$ cat config.mk
export PLATFORM = sky130hd
export DESIGN_NAME = uart_mem_loader_flat
export DESIGN_NICKNAME = d
export VERILOG_FILES = /design/src/rtl/uart_mem_loader_if.sv /design/src/rtl/uart_mem_loader.sv /design/src/flat_wrapper.sv
export SDC_FILE = /design/constraint.sdc
export NUM_CORES = 1
export LEC_CHECK = 0
export ABC_AREA = 1
export CAP_MARGIN = 10
export CORE_MARGIN = 1
export CORE_UTILIZATION = 46
export DETAILED_ROUTE_END_ITERATION = 12
export GPL_ROUTABILITY_DRIVEN = 0
export GPL_TIMING_DRIVEN = 0
export HOLD_SLACK_MARGIN = 0.08
export PLACE_DENSITY_LB_ADDON = 0.15
export SYNTH_ARGS = -nofsm -noshare
export SYNTH_HDL_FRONTEND = slang
export SYNTH_SLANG_ARGS = --single-unit
$ cat constraint.sdc
create_clock -name clk -period 3.05 [get_ports clk]
set_input_delay 0.4575 -clock clk [delete_from_list [all_inputs] [get_ports clk]]
set_output_delay 0.4575 -clock clk [all_outputs]
set_load 0.02 [all_outputs]
$ cat src/rtl/uart_mem_loader_if.sv
// Memory write-port bundle between uart_mem_loader and the IRAM.
interface uart_mem_loader_if #(
    parameter int ADDR_W = 16
);
    logic              mem_we;
    logic [ADDR_W-1:0] mem_addr;
    logic [7:0]        mem_data;

    modport master (output mem_we, output mem_addr, output mem_data);
    modport slave  (input  mem_we, input  mem_addr, input  mem_data);
endinterface

$ cat src/rtl/uart_mem_loader.sv
// UART boot loader: 8N1 receiver, 16-bit length header, payload written to consecutive addresses.
// Define UART_LOADER_CHECKSUM_EN to expect a trailing modulo-256 checksum byte after the payload.
module uart_mem_loader #(
    parameter int                CLKS_PER_BIT = 434,
    parameter int                ADDR_W       = 16,
    parameter logic [ADDR_W-1:0] BASE_ADDR    = {ADDR_W{1'b0}}
) (
    input  logic               clk,
    input  logic               reset_n,
    input  logic               rx,
    input  logic               start,
    uart_mem_loader_if.master  mem,
    output logic               busy,
    output logic               done,
    output logic               frame_err,
    output logic [15:0]        byte_count,
    output logic               chk_err
);
    localparam int CW = $clog2(CLKS_PER_BIT);
    localparam logic [CW-1:0] CNT_FULL = CW'(CLKS_PER_BIT - 1);
    localparam logic [CW-1:0] CNT_HALF = CW'(CLKS_PER_BIT / 2 - 1);

    typedef enum logic [1:0] {RX_IDLE, RX_START, RX_DATA, RX_STOP} rx_state_e;
    typedef enum logic [2:0] {
        L_IDLE, L_LEN_HI, L_LEN_LO, L_LOAD,
`ifdef UART_LOADER_CHECKSUM_EN
        L_CHK,
`endif
        L_DONE, L_ERR
    } ld_state_e;

`ifdef UART_LOADER_CHECKSUM_EN
    localparam ld_state_e PAYLOAD_END = L_CHK;
    logic [7:0] sum_q, sum_d;
    logic       chk_err_q, chk_err_d;
`else
    localparam ld_state_e PAYLOAD_END = L_DONE;
`endif

    logic              rx_meta_q, rx_sync_q, rx_prev_q;
    rx_state_e         rx_state_q, rx_state_d;
    logic [CW-1:0]     cnt_q, cnt_d;
    logic [2:0]        bit_idx_q, bit_idx_d;
    logic [7:0]        shift_q, shift_d;
    logic              rx_byte_valid_s, rx_frame_err_s, start_acc_s;

    ld_state_e         ld_state_q, ld_state_d;
    logic [7:0]        len_hi_q, len_hi_d;
    logic [15:0]       remain_q, remain_d;
    logic [ADDR_W-1:0] addr_q, addr_d, mem_addr_q, mem_addr_d;
    logic [7:0]        mem_data_q, mem_data_d;
    logic              mem_we_q, mem_we_d;
    logic [15:0]       count_q, count_d;
    logic              busy_q, busy_d, done_q, done_d, ferr_q, ferr_d;

    assign start_acc_s = start && (ld_state_q inside {L_IDLE, L_DONE, L_ERR});

    // rx synchronizer plus one extra stage for falling-edge detection
    always_ff @(posedge clk) begin
        if (!reset_n) begin
            rx_meta_q <= 1'b1;
            rx_sync_q <= 1'b1;
            rx_prev_q <= 1'b1;
        end else begin
            rx_meta_q <= rx;
            rx_sync_q <= rx_meta_q;
            rx_prev_q <= rx_sync_q;
        end
    end

    // Receiver next state; valid/error pulses fire in the stop-bit sample cycle
    always_comb begin
        rx_state_d      = rx_state_q;
        cnt_d           = cnt_q;
        bit_idx_d       = bit_idx_q;
        shift_d         = shift_q;
        rx_byte_valid_s = 1'b0;
        rx_frame_err_s  = 1'b0;
        case (rx_state_q)
            RX_IDLE: begin
                if (rx_prev_q && !rx_sync_q) begin
                    rx_state_d = RX_START;
                    cnt_d      = {CW{1'b0}};
                end else begin
                    rx_state_d = RX_IDLE;
                end
            end
            RX_START: begin
                if (cnt_q == CNT_HALF) begin
                    cnt_d     = {CW{1'b0}};
                    bit_idx_d = 3'd0;
                    if (!rx_sync_q) begin
                        rx_state_d = RX_DATA;
                    end else begin
                        rx_state_d = RX_IDLE;
                    end
                end else begin
                    cnt_d = cnt_q + {{(CW-1){1'b0}}, 1'b1};
                end
            end
            RX_DATA: begin
                if (cnt_q == CNT_FULL) begin
                    cnt_d     = {CW{1'b0}};
                    shift_d   = {rx_sync_q, shift_q[7:1]};
                    bit_idx_d = bit_idx_q + 3'd1;
                    if (bit_idx_q == 3'd7) begin
                        rx_state_d = RX_STOP;
                    end else begin
                        rx_state_d = RX_DATA;
                    end
                end else begin
                    cnt_d = cnt_q + {{(CW-1){1'b0}}, 1'b1};
                end
            end
            RX_STOP: begin
                if (cnt_q == CNT_FULL) begin
                    rx_state_d      = RX_IDLE;
                    rx_byte_valid_s = rx_sync_q;
                    rx_frame_err_s  = !rx_sync_q;
                end else begin
                    cnt_d = cnt_q + {{(CW-1){1'b0}}, 1'b1};
                end
            end
            default: rx_state_d = RX_IDLE;
        endcase
        if (start_acc_s) begin
            rx_state_d = RX_IDLE;
        end else begin
            rx_state_d = rx_state_d;
        end
    end

    // Receiver state register
    always_ff @(posedge clk) begin
        if (!reset_n) begin
            rx_state_q <= RX_IDLE;
            cnt_q      <= {CW{1'b0}};
            bit_idx_q  <= 3'd0;
            shift_q    <= 8'h00;
        end else begin
            rx_state_q <= rx_state_d;
            cnt_q      <= cnt_d;
            bit_idx_q  <= bit_idx_d;
            shift_q    <= shift_d;
        end
    end

    // Loader next state; flags are derived from the next state so they land with the final write
    always_comb begin
        ld_state_d = ld_state_q;
        len_hi_d   = len_hi_q;
        remain_d   = remain_q;
        addr_d     = addr_q;
        mem_addr_d = mem_addr_q;
        mem_data_d = mem_data_q;
        mem_we_d   = 1'b0;
        count_d    = count_q;
        ferr_d     = ferr_q;
`ifdef UART_LOADER_CHECKSUM_EN
        sum_d      = sum_q;
        chk_err_d  = chk_err_q;
`endif
        if (start_acc_s) begin
            ld_state_d = L_LEN_HI;
            addr_d     = BASE_ADDR;
            count_d    = 16'd0;
            ferr_d     = 1'b0;
`ifdef UART_LOADER_CHECKSUM_EN
            sum_d      = 8'h00;
            chk_err_d  = 1'b0;
`endif
        end else if (rx_frame_err_s && !(ld_state_q inside {L_IDLE, L_DONE, L_ERR})) begin
            ld_state_d = L_ERR;
            ferr_d     = 1'b1;
        end else if (rx_byte_valid_s) begin
            case (ld_state_q)
                L_LEN_HI: begin
                    len_hi_d   = shift_q;
                    ld_state_d = L_LEN_LO;
                end
                L_LEN_LO: begin
                    remain_d = {len_hi_q, shift_q};
                    if ({len_hi_q, shift_q} == 16'd0) begin
                        ld_state_d = PAYLOAD_END;
                    end else begin
                        ld_state_d = L_LOAD;
                    end
                end
                L_LOAD: begin
                    mem_we_d   = 1'b1;
                    mem_addr_d = addr_q;
                    mem_data_d = shift_q;
                    addr_d     = addr_q + {{(ADDR_W-1){1'b0}}, 1'b1};
                    count_d    = count_q + 16'd1;
                    remain_d   = remain_q - 16'd1;
`ifdef UART_LOADER_CHECKSUM_EN
                    sum_d      = sum_q + shift_q;
`endif
                    if (remain_q == 16'd1) begin
                        ld_state_d = PAYLOAD_END;
                    end else begin
                        ld_state_d = L_LOAD;
                    end
                end
`ifdef UART_LOADER_CHECKSUM_EN
                L_CHK: begin
                    if (shift_q == sum_q) begin
                        ld_state_d = L_DONE;
                    end else begin
                        ld_state_d = L_ERR;
                        chk_err_d  = 1'b1;
                    end
                end
`endif
                default: ld_state_d = ld_state_q;
            endcase
        end else begin
            ld_state_d = ld_state_q;
        end
        busy_d = !(ld_state_d inside {L_IDLE, L_DONE, L_ERR});
        done_d = (ld_state_d == L_DONE);
    end

    // Loader state and registered outputs
    always_ff @(posedge clk) begin
        if (!reset_n) begin
            ld_state_q <= L_IDLE;
            len_hi_q   <= 8'h00;
            remain_q   <= 16'd0;
            addr_q     <= BASE_ADDR;
            mem_addr_q <= BASE_ADDR;
            mem_data_q <= 8'h00;
            mem_we_q   <= 1'b0;
            count_q    <= 16'd0;
            busy_q     <= 1'b0;
            done_q     <= 1'b0;
            ferr_q     <= 1'b0;
`ifdef UART_LOADER_CHECKSUM_EN
            sum_q      <= 8'h00;
            chk_err_q  <= 1'b0;
`endif
        end else begin
            ld_state_q <= ld_state_d;
            len_hi_q   <= len_hi_d;
            remain_q   <= remain_d;
            addr_q     <= addr_d;
            mem_addr_q <= mem_addr_d;
            mem_data_q <= mem_data_d;
            mem_we_q   <= mem_we_d;
            count_q    <= count_d;
            busy_q     <= busy_d;
            done_q     <= done_d;
            ferr_q     <= ferr_d;
`ifdef UART_LOADER_CHECKSUM_EN
            sum_q      <= sum_d;
            chk_err_q  <= chk_err_d;
`endif
        end
    end

    assign mem.mem_we   = mem_we_q;
    assign mem.mem_addr = mem_addr_q;
    assign mem.mem_data = mem_data_q;
    assign busy         = busy_q;
    assign done         = done_q;
    assign frame_err    = ferr_q;
    assign byte_count   = count_q;
`ifdef UART_LOADER_CHECKSUM_EN
    assign chk_err      = chk_err_q;
`else
    assign chk_err      = 1'b0;
`endif
endmodule

$ cat src/flat_wrapper.sv
// flat-port wrapper written by rule: the top's interface ports become plain ports
module uart_mem_loader_flat 
#(
    parameter int                CLKS_PER_BIT = 434,
    parameter int                ADDR_W       = 16,
    parameter logic [ADDR_W-1:0] BASE_ADDR    = {ADDR_W{1'b0}}
)
  (clk, reset_n, rx, start, busy, done, frame_err, byte_count, chk_err, mem_mem_we, mem_mem_addr, mem_mem_data);
  uart_mem_loader_if #(.ADDR_W(ADDR_W)) mem_i ();
  input  logic clk;
  input  logic reset_n;
  input  logic rx;
  input  logic start;
  output logic busy;
  output logic done;
  output logic frame_err;
  output logic [15:0] byte_count;
  output logic chk_err;
  output wire logic [$bits(mem_i.mem_we)-1:0] mem_mem_we;
  output wire logic [$bits(mem_i.mem_addr)-1:0] mem_mem_addr;
  output wire logic [$bits(mem_i.mem_data)-1:0] mem_mem_data;
  assign mem_mem_we = mem_i.mem_we;
  assign mem_mem_addr = mem_i.mem_addr;
  assign mem_mem_data = mem_i.mem_data;
  uart_mem_loader #(.CLKS_PER_BIT(CLKS_PER_BIT), .ADDR_W(ADDR_W), .BASE_ADDR(BASE_ADDR)) u_core (.clk(clk), .reset_n(reset_n), .rx(rx), .start(start), .mem(mem_i), .busy(busy), .done(done), .frame_err(frame_err), .byte_count(byte_count), .chk_err(chk_err));
endmodule
# [Word-level counts from Yosys, hierarchy flattened]
# Cells that the tools add are included.
[totals] regBits=112 word_cells=97 in_bits=4
[classes] muxes=27 n_eq_ne=19 bitwise=4 addsub=5 reduce_logical=24
[ops] operator="9-bit two-way mux" n=4
[ops] operator="9-bit case mux with 4 select lines" n=1
[ops] operator="16-bit by 1-bit adder with 16-bit output, second input constant" n=2
[ops] operator="16-bit case mux with 2 select lines" n=1
[ops] operator="3-bit two-way mux" n=7
[ops] operator="16-bit by 1-bit == test with 1-bit output, second input constant" n=1
[ops] operator="16-bit zero test" n=1
[ops] operator="16-bit by 1-bit subtractor with 16-bit output, second input constant" n=1
[ops] operator="3-bit == test, second input constant" n=5
[ops] operator="4-bit AND reduction" n=3
[ops] operator="9-bit by 1-bit adder with 9-bit output, second input constant" n=1
[ops] operator="9-bit by 8-bit == test with 1-bit output, second input constant" n=1
[ops] operator="9-bit == test, second input constant" n=1
[ops] operator="3-bit case mux with 3 select lines" n=1
[ops] operator="3-bit AND reduction" n=3
[ops] operator="2-bit two-way mux" n=4
[ops] operator="2-bit by 1-bit inequality test with 1-bit output, second input constant" n=4
[ops] operator="2-bit case mux with 4 select lines" n=1
[ops] operator="1-bit two-way mux" n=7
[ops] operator="3-bit by 2-bit == test with 1-bit output, second input constant" n=2
[ops] operator="3-bit zero test" n=2
[ops] operator="3-bit case mux with 2 select lines" n=1
[ops] operator="3-bit nonzero test" n=2
[ops] operator="2-bit == test, second input constant" n=2
[ops] operator="other kinds (12)" n=21

# [Longest topological paths before layout]
# Gate-level depths: netlist of the first run.
[logic_depth] depth_word=9 mapped_depth=13 mapped_depth_nobuf=13

# [Worst setup path before layout of the first run]
# Ideal clock, no wire load.
[synth_timing] path_kind="reg-to-reg" startpoint="reg u_core.cnt_q[1]" endpoint="reg u_core.count_q[7] (netlist: u_core.byte_count[7])" n_path_buf=0 arrival_ns=1.472 stages_incl_launch_ff=12 setup_slack_ns=1.458 path_cell_list="dfxtp_1 inv_1 ha_1 nand2_1 inv_1 nand2_2 nor2_4 nand4_4 nor2_4 nand2_1 o21ai_0 a21oi_1"
[synth_between] elab_chain_len=6 elab_cells_between_ends=8 classes_between="eq/ne (1); mux (4); bitwise (1); reduce/logical (2)"
[synth_lines] item="from (decl)" line_no="uart_mem_loader.sv:42" text="logic [CW-1:0] cnt_q, cnt_d;"
[synth_lines] item="from (signal assigned)" line_no="uart_mem_loader.sv:137" text="cnt_q <= {CW{1'b0}};"
[synth_lines] item="from (signal assigned)" line_no="uart_mem_loader.sv:142" text="cnt_q <= cnt_d;"
[synth_lines] item="9-bit == test *" line_no="uart_mem_loader.sv:116" text="if (cnt_q == CNT_FULL) begin"
[synth_lines] item="1-bit two-way mux" line_no="uart_mem_loader.sv:116"
[synth_lines] item="1-bit two-way mux" line_no="uart_mem_loader.sv:79" text="case (rx_state_q)"
[synth_lines] item="1-bit logical AND" line_no="uart_mem_loader.sv:172" text="end else if (rx_frame_err_s && !(ld_state_q inside {L_IDLE, L_DONE, L_ERR})) begin"
[synth_lines] item="1-bit inverter (no source line)"
[synth_lines] item="3-bit AND reduction (no source line) *"
[synth_lines] item="to (signal assigned)" line_no="uart_mem_loader.sv:250" text="count_q <= count_d;"
[synth_lines] item="to (decl)" line_no="uart_mem_loader.sv:53" text="logic [15:0] count_q, count_d;"
# Mark *: on every way between the ends. The rest lies on a longest branch, timed or not.
# A chain may end at the register's enable or synchronous reset.

# [Worst setup path after layout of the first run]
[layout_timing] startpoint="reg u_core.cnt_q[1]" endpoint="reg u_core.mem_data_q[1] (netlist: u_core.mem.mem_data[1])"
[layout_between] elab_chain_len=6 elab_cells_between_ends=8 classes_between="eq/ne (1); mux (4); bitwise (1); reduce/logical (2)"
[layout_lines] item="9-bit == test *" line_no="uart_mem_loader.sv:116"
[layout_lines] item="1-bit two-way mux" line_no="uart_mem_loader.sv:116"
[layout_lines] item="1-bit two-way mux" line_no="uart_mem_loader.sv:79"
[layout_lines] item="1-bit logical AND" line_no="uart_mem_loader.sv:172"
[layout_lines] item="1-bit inverter (no source line)"
[layout_lines] item="4-bit AND reduction (no source line) *"
[layout_lines] item="to (signal assigned)" line_no="uart_mem_loader.sv:248" text="mem_data_q <= mem_data_d;"
[layout_lines] item="to (decl)" line_no="uart_mem_loader.sv:51" text="logic [7:0] mem_data_q, mem_data_d;"
# Marks and branches as above.

==> results.md, run 1 <==
* Final number of setup-violating endpoints at 0
* Number of warnings reported in the yosys synthesis log at 0
* Path type of the worst setup path: reg -> reg
* Met3 WL at 530 um
* Clock-pin slew of the registers on the worst-case setup and hold paths at 0.07 ns
* Fraction of synthesis flops using an asynchronous set or reset pin at 0%
* Portion of the post-synthesis area used by sequential elements at 40.0%
* Fin crit period at 1.92 ns
* CTS resizes at 0
* Aggregate global routing overflow at 0
* Largest area contributor in the netlist: sky130_fd_sc_hd__dfxtp_1
* Number of buffer cells added on primary ports at 47
* Initial Utilization at 48.1%
* Total number of vias at 5211
* Detail-routed net length per standard cell at 14.0 um
* Total leakage power at 2.47 nW
* Die H at 112 um
* Clock sinks at 112
* Top-level I/O count at 49
* Post-CTS Setup Inserts at 0
* Average footprint of a synthesized cell at 7.06 um^2
* Number of inserted diodes at 0
* Maximum number of pins on one net before global-route repair at 19
* Post-synthesis instance total at 794
* Number of antenna violations at the first check in global routing at 0
* Antenna-violating nets left at 0
* Standard cell core area at 11700 um^2
* Proportion of layout cells with a drive suffix above 1 at 8.17%
* Arrival time at the worst endpoint at 2.16 ns
* Total Neg Setup Slack at 0 ns
* Number of iterations in the first detailed-routing pass at 5
* Final Hold Viols at 0
* Worst endpoint required time at 3.30 ns
* Die Footprint at 12600 um^2
* CTS tree: done
* First-pass GRT wire length at 23600 um
* Clock buffers created by TritonCTS at 9
* Combined area of all synthesized cells at 5610 um^2
* P per Cell Area at 413 nW/um^2
* Clock latency reported for the late side of the worst-skew pair at 0.36 ns
* Total Wirelength at 14000 um
* Largest cells by area after synthesis: sky130_fd_sc_hd__dfxtp_1 40%, sky130_fd_sc_hd__nand2_1 10%, sky130_fd_sc_hd__nor2_1 7.3%, sky130_fd_sc_hd__a21oi_1 7.1%, sky130_fd_sc_hd__o21ai_0 5.8%
* Fraction of the cycle the final worst path needs at 62.8%
* H-tree Lvls at 3
* Worst hold-check path type: reg -> reg
* Max_slew headroom at 60.2%
* Top cell types by occurrence after synthesis: 151 x sky130_fd_sc_hd__nand2_1, 112 x sky130_fd_sc_hd__dfxtp_1, 109 x sky130_fd_sc_hd__nor2_1, 80 x sky130_fd_sc_hd__inv_1, 79 x sky130_fd_sc_hd__a21oi_1
* Outcome: finished, final reports clean
* Post-synth EDFFs at 0
* Layout fillers at 1100
* Top flip-flop cell by instance count after synthesis: sky130_fd_sc_hd__dfxtp_1
* Total GRT Usage at 23.5%
* Met1 routed wirelength after detailed routing at 6450 um
* Top routing layer used: met4
* Transition at the pin with the smallest max-transition slack at 0.598 ns
* Share of the synthesized area in the top cell type at 40.0%
* Total of max-cap violations at 0
* Drt drc at 0
* Maximum fanout count along the critical path at 10
* Layout Nets at 870
* Maximum VDD drop at 0.000326 V
* Max Clock Skew at 0.00694 ns
* Max Fclk at 522 MHz
* Vias per inst at 5.21
* Launching element type of the critical path: flop
* Horizontal extent of the die at 112 um
* Maximum clock insertion buffer count at 2
* Initial drt markers at 287
* Most numerous cell in the Yosys netlist: sky130_fd_sc_hd__nand2_1
* Tot Pwr at 2.69 mW
* Root buffer cell: sky130_fd_sc_hd__clkbuf_16
* RSZ-0062 raised after global routing: no
* Final Max Slew Viols at 0
* Netlist cell types at 41
* Total area of multi-input combinational cells at 2870 um^2
* Syn Nets at 812
* Vias in the first global route at 5057
* Type of element capturing the critical path: flop
* Met2 wire len at 6810 um
* Hold WS at 0.420 ns
* Post-synthesis sequential element count at 112
* Post-DP HPWL at 10600 um
* Placement row count at 39
* Area used by sequential logic in the layout at 2240 um^2
* Hold-fix buffers at CTS at 0
* Area grow syn2layout at 16.4%
## final timing paths
path | from | endpoint | slack [ns] | cells after the start
hold / removal | u_core.rx_meta_q | u_core.rx_sync_q | 0.42 | 1
setup reg to reg | u_core.cnt_q[1] | u_core.mem.mem_data[1] | 1.13 | 11
hold reg to reg | u_core.rx_meta_q | u_core.rx_sync_q | 0.42 | 1
setup / recovery | u_core.cnt_q[1] | u_core.mem.mem_data[1] | 1.13 | 11
## worst max-delay path, cell delays in order, from the launching register on
cell                      delay [ns]
sky130_fd_sc_hd__dfxtp_1        0.34
sky130_fd_sc_hd__inv_1          0.08
sky130_fd_sc_hd__ha_1           0.17
sky130_fd_sc_hd__nand2_1        0.06
sky130_fd_sc_hd__inv_1          0.07
sky130_fd_sc_hd__nand2_2        0.08
sky130_fd_sc_hd__nor2_4         0.18
sky130_fd_sc_hd__nand3_4        0.11
sky130_fd_sc_hd__nor2_4         0.21
sky130_fd_sc_hd__buf_4          0.22
sky130_fd_sc_hd__buf_4          0.19
sky130_fd_sc_hd__a21oi_1        0.09
## final cells by class
class,instances,share of cell area (%)
multi-input cells,567,44.0
flip-flops and latches,112,34.4
repair buffers,47,7.21
inverters,89,5.16
clock buffers,11,3.57
well taps,143,2.74
plain buffers,26,2.36
clock inverters,5,0.594
## routing by layer
metal | global-route usage (%) | vias to the layer above
met1 | 29.1 | 2416
met4 | 8.09 | 0
met2 | 40.7 | 97
met5 | 0 | -
li1 | - | 2680
met3 | 4.64 | 18
## layout by cell type, fill, tap and decap left out, types with 3 or more instances in the layout
master,count
sky130_fd_sc_hd__nand2_1,151
sky130_fd_sc_hd__dfxtp_1,112
sky130_fd_sc_hd__nor2_1,109
sky130_fd_sc_hd__inv_1,80
sky130_fd_sc_hd__a21oi_1,79
sky130_fd_sc_hd__o21ai_0,65
sky130_fd_sc_hd__nand3_1,53
sky130_fd_sc_hd__clkdlybuf4s50_1,47
sky130_fd_sc_hd__nor3_1,18
sky130_fd_sc_hd__xor2_1,16
sky130_fd_sc_hd__ha_1,14
sky130_fd_sc_hd__clkbuf_1,10
sky130_fd_sc_hd__clkbuf_16,9
sky130_fd_sc_hd__inv_2,8
sky130_fd_sc_hd__nor2_2,8
sky130_fd_sc_hd__buf_4,7
sky130_fd_sc_hd__nand2_2,6
sky130_fd_sc_hd__buf_2,6
sky130_fd_sc_hd__nor2_4,5
sky130_fd_sc_hd__xnor2_1,5
sky130_fd_sc_hd__nand4_1,5
sky130_fd_sc_hd__o21ai_1,5
sky130_fd_sc_hd__nor3_2,4
sky130_fd_sc_hd__buf_6,3
sky130_fd_sc_hd__a211oi_1,3
sky130_fd_sc_hd__a31oi_1,3
sky130_fd_sc_hd__inv_6,3
## per-stage QoR
step | cell area [um^2] | worst slack (ns) | utilization [%] | instances
after CTS | 6530 | 1.14 | 56.0 | 1000
after global routing | 6530 | 0.984 | 56.0 | 1000
after detailed placement | 6250 | 1.01 | 53.6 | 984
after global placement | 6250 | 1.04 | 53.6 | 984
final | 6530 | 1.13 | 56.0 | 1000
after floorplan | 5610 | 1.46 | - | 794
## cell families after synthesis
group	Yosys count	synth area share, %
compound gates	160	14.8
xor+xnor	21	3.28
fa+ha+maj	14	3.13
buf+inv	115	8.75
flops	112	40.0
other cells	1	0.0669
simple gates	371	30.0
## report_power, final
group          leakage, nW  internal, mW  switching (mW)
Sequential           0.903          1.47         0.00602
Clock                0.131         0.563           0.555
Combinational         1.44        0.0277          0.0736
Total                 2.47          2.06           0.635
## registers in the layout, summed over array words and instances (netlist names), named ones only
register / flops
u_core.rx_prev_q: 1
u_core.done: 1
u_core.byte_count: 16
u_core.mem.mem_addr: 16
u_core.remain_q: 16
u_core.rx_meta_q: 1
u_core.mem.mem_we: 1
u_core.shift_q: 8
u_core.frame_err: 1
u_core.len_hi_q: 8
u_core.bit_idx_q: 3
u_core.rx_sync_q: 1
u_core.cnt_q: 9
u_core.addr_q: 16
u_core.rx_state_q: 1
u_core.mem.mem_data: 8
u_core.ld_state_q: 3
u_core.busy: 1
Note: power is estimated with default switching activity, not from simulation.
==> inputs of run 2 (changes only) <==
==> constraint.sdc (replaced) <==
create_clock -name clk -period 2 [get_ports clk]
set_input_delay 0.3 -clock clk [delete_from_list [all_inputs] [get_ports clk]]
set_output_delay 0.3 -clock clk [all_outputs]
set_load 0.02 [all_outputs]
==> run 2 against run 1 <==
  * Final cell count increased by 0.50%
  * Clock power grew 53%
  * Setup slack got worse by 1.0 ns
  * Maximum frequency rose by 2.5%
  * Global-route usage unchanged
  * Critical path depth stayed put
  * Final area rose by 1.0%
  * First-iteration DRC count rose by 15%
  * Hold slack about the same
  * Register-to-register slack worse by 1.0 ns
  * Utilization increased by 0.57 points
  * Wire length is 1.4% higher
  * Critical endpoint is now u_core.byte_count[6]
  * Largest power group unchanged
==> results.md, run 2 (synthesized netlist as in run 1, its figures left out) <==
* Hold WS at 0.420 ns
* Hold-fix buffers at CTS at 0
* Layout Nets at 875
* Standard cell core area at 11700 um^2
* Max_slew headroom at 61.1%
* Number of inserted diodes at 0
* Antenna-violating nets left at 0
* First-pass GRT wire length at 23600 um
* Internal power at 3.14 mW
* Area used by sequential logic in the layout at 2240 um^2
* Layout fillers at 1101
* Proportion of power drawn by combinational gates at 3.8%
* Total area of multi-input combinational cells at 2900 um^2
* Total number of vias at 5265
* Number of buffer cells added on primary ports at 47
* Total Wirelength at 14200 um
* Number of iterations in the first detailed-routing pass at 5
* Root buffer cell: sky130_fd_sc_hd__clkbuf_16
* Area grow syn2layout at 17.6%
* Clock-pin slew of the registers on the worst-case setup and hold paths at 0.07 ns
* Maximum number of pins on one net before global-route repair at 19
* H-tree Lvls at 3
* Max Fclk at 535 MHz
* Proportion of layout cells with a drive suffix above 1 at 9.51%
* Total GRT Usage at 23.5%
* Path type of the worst setup path: reg -> reg
* Final Max Slew Viols at 0
* Initial drt markers at 331
* Type of element capturing the critical path: flop
* Vias per inst at 5.24
* Fraction of the cycle the final worst path needs at 93.5%
* Total of max-cap violations at 0
* Hold Path Stages at 1
* Post-DP HPWL at 10600 um
* Number of non-filler instances in the completed layout at 1005
* Clock latency reported for the late side of the worst-skew pair at 0.36 ns
* Total leakage power at 2.51 nW
* Count of cells along the worst register-to-register path at 11
* Most common cell after layout, fill and taps aside: sky130_fd_sc_hd__nand2_1
* Top-level I/O count at 49
* CTS tree: done
* Sw Ratio at 23.7%
* Final number of setup-violating endpoints at 0
* Maximum VDD drop at 0.000499 V
* Aggregate global routing overflow at 0
* Max Clock Skew at 0.00706 ns
* Transition at the pin with the smallest max-transition slack at 0.583 ns
* Launching element type of the critical path: flop
* Number of antenna violations at the first check in global routing at 0
* Net switching power of the design at 0.973 mW
* Final Hold Viols at 0
* Horizontal extent of the die at 112 um
* Maximum clock insertion buffer count at 2
* Register-to-Register Setup Slack at 0.13 ns
* Clock sinks at 112
* Proportion of power drawn by flip-flops and latches at 54.6%
* Detail-routed net length per standard cell at 14.1 um
* Commonest cells after routing, fill and taps aside: 149 x sky130_fd_sc_hd__nand2_1, 110 x sky130_fd_sc_hd__dfxtp_1, 109 x sky130_fd_sc_hd__nor2_1
* Fin crit period at 1.87 ns
* Maximum fanout count along the critical path at 6
* Placement row count at 39
* Initial Utilization at 48.1%
* Clock network fraction of total power at 41.6%
* Vias in the first global route at 5057
* Placed cell count at 984
* Die H at 112 um
* Clock buffers created by TritonCTS at 9
* Arrival time at the worst endpoint at 2.17 ns
* Drt drc at 0
* RSZ-0062 raised after global routing: yes
* Worst hold-check path type: reg -> reg
* Die Footprint at 12600 um^2
* Worst endpoint required time at 2.30 ns
* Outcome: finished, final reports clean
* P per Cell Area at 623 nW/um^2
-- run 2: changes by cell type in the layout (fill, tap and decap cells not counted), sizes merged --
cell  before  now
buf       18   23
-- run 2: final timing paths --
path / from / endpoint
hold reg to reg: u_core.rx_meta_q / u_core.rx_sync_q
hold / removal: u_core.rx_meta_q / u_core.rx_sync_q
setup / recovery: u_core.cnt_q[1] / u_core.byte_count[6]
setup reg to reg: u_core.cnt_q[1] / u_core.byte_count[6]
-- run 2: critical path, cell delays in order, from the launching register on --
cell	delay, ns
sky130_fd_sc_hd__dfxtp_2	0.34
sky130_fd_sc_hd__inv_2	0.08
sky130_fd_sc_hd__ha_4	0.14
sky130_fd_sc_hd__nand2_2	0.05
sky130_fd_sc_hd__inv_2	0.07
sky130_fd_sc_hd__nand2_4	0.06
sky130_fd_sc_hd__nor2_4	0.21
sky130_fd_sc_hd__nand3_4	0.11
sky130_fd_sc_hd__nor2_4	0.27
sky130_fd_sc_hd__nand2_2	0.11
sky130_fd_sc_hd__or2_0	0.22
sky130_fd_sc_hd__a21oi_1	0.14
-- run 2: layout make-up --
| class | instances | area share [%] |
|---|---|---|
| buffer | 26 | 2.43 |
| sequential | 112 | 34.0 |
| inverter | 89 | 5.11 |
| tap | 143 | 2.71 |
| multi-input combinational | 567 | 43.9 |
| clock inverter | 5 | 0.588 |
| clock buffer | 11 | 3.53 |
| timing repair buffer | 52 | 7.67 |
-- run 2: metrics by stage --
| step | util, % | setup WS, ns | instance area, um^2 | power, mW | setup TNS, ns |
|---|---|---|---|---|---|
| detailed placement | 53.6 | 0.112 | 6250 | 2.45 | 0 |
| global route | 56.5 | -0.0300 | 6590 | 4.26 | -0.0300 |
| finish | 56.5 | 0.130 | 6590 | 4.11 | 0 |
| CTS | 56.0 | 0.0898 | 6530 | 4.15 | 0 |
| floorplan | - | 0.408 | 5610 | 2.40 | 0 |
| global placement | 53.6 | 0.137 | 6250 | 2.45 | 0 |
-- run 2: power groups by stage --
stage	combinational, mW	clock, mW	sequential (mW)
finish	0.155	1.71	2.25
global route	0.174	1.84	2.25
global placement	0.151	0	2.30
detailed placement	0.155	0	2.30
CTS	0.156	1.75	2.25
floorplan	0.102	0	2.30
-- run 2: what timing repair did --
| action | in CTS | in global routing |
|---|---|---|
| setup buffers | 0 | 4 |
| resized for setup | 0 | 13 |
| setup endpoints to repair | 0 | 28 |
| hold endpoints to repair | 0 | 0 |
-- run 2: routing by layer --
metal  up-vias  part of all wire [%]  GRT usage, %  wire length, um
met4         0                   1.5          8.09              209
met1      2438                    45          29.1             6450
li1       2692                     -             -                -
met3        18                   4.1          4.64              589
met2       117                    49          40.7             6940
met5         -                     0             0                0
==> inputs of run 3 (changes only) <==
--- a/config.mk
+++ b/config.mk
@@ -14,6 +14,7 @@
 export GPL_TIMING_DRIVEN = 0
 export HOLD_SLACK_MARGIN = 0.08
 export PLACE_DENSITY_LB_ADDON = 0.15
+export SKIP_CTS_REPAIR_TIMING = 1
 export SYNTH_ARGS = -nofsm -noshare
 export SYNTH_HDL_FRONTEND = slang
 export SYNTH_SLANG_ARGS = --single-unit
==> results of run 3 <==
Final layout, timing and power as in run 2 (identical DEF).
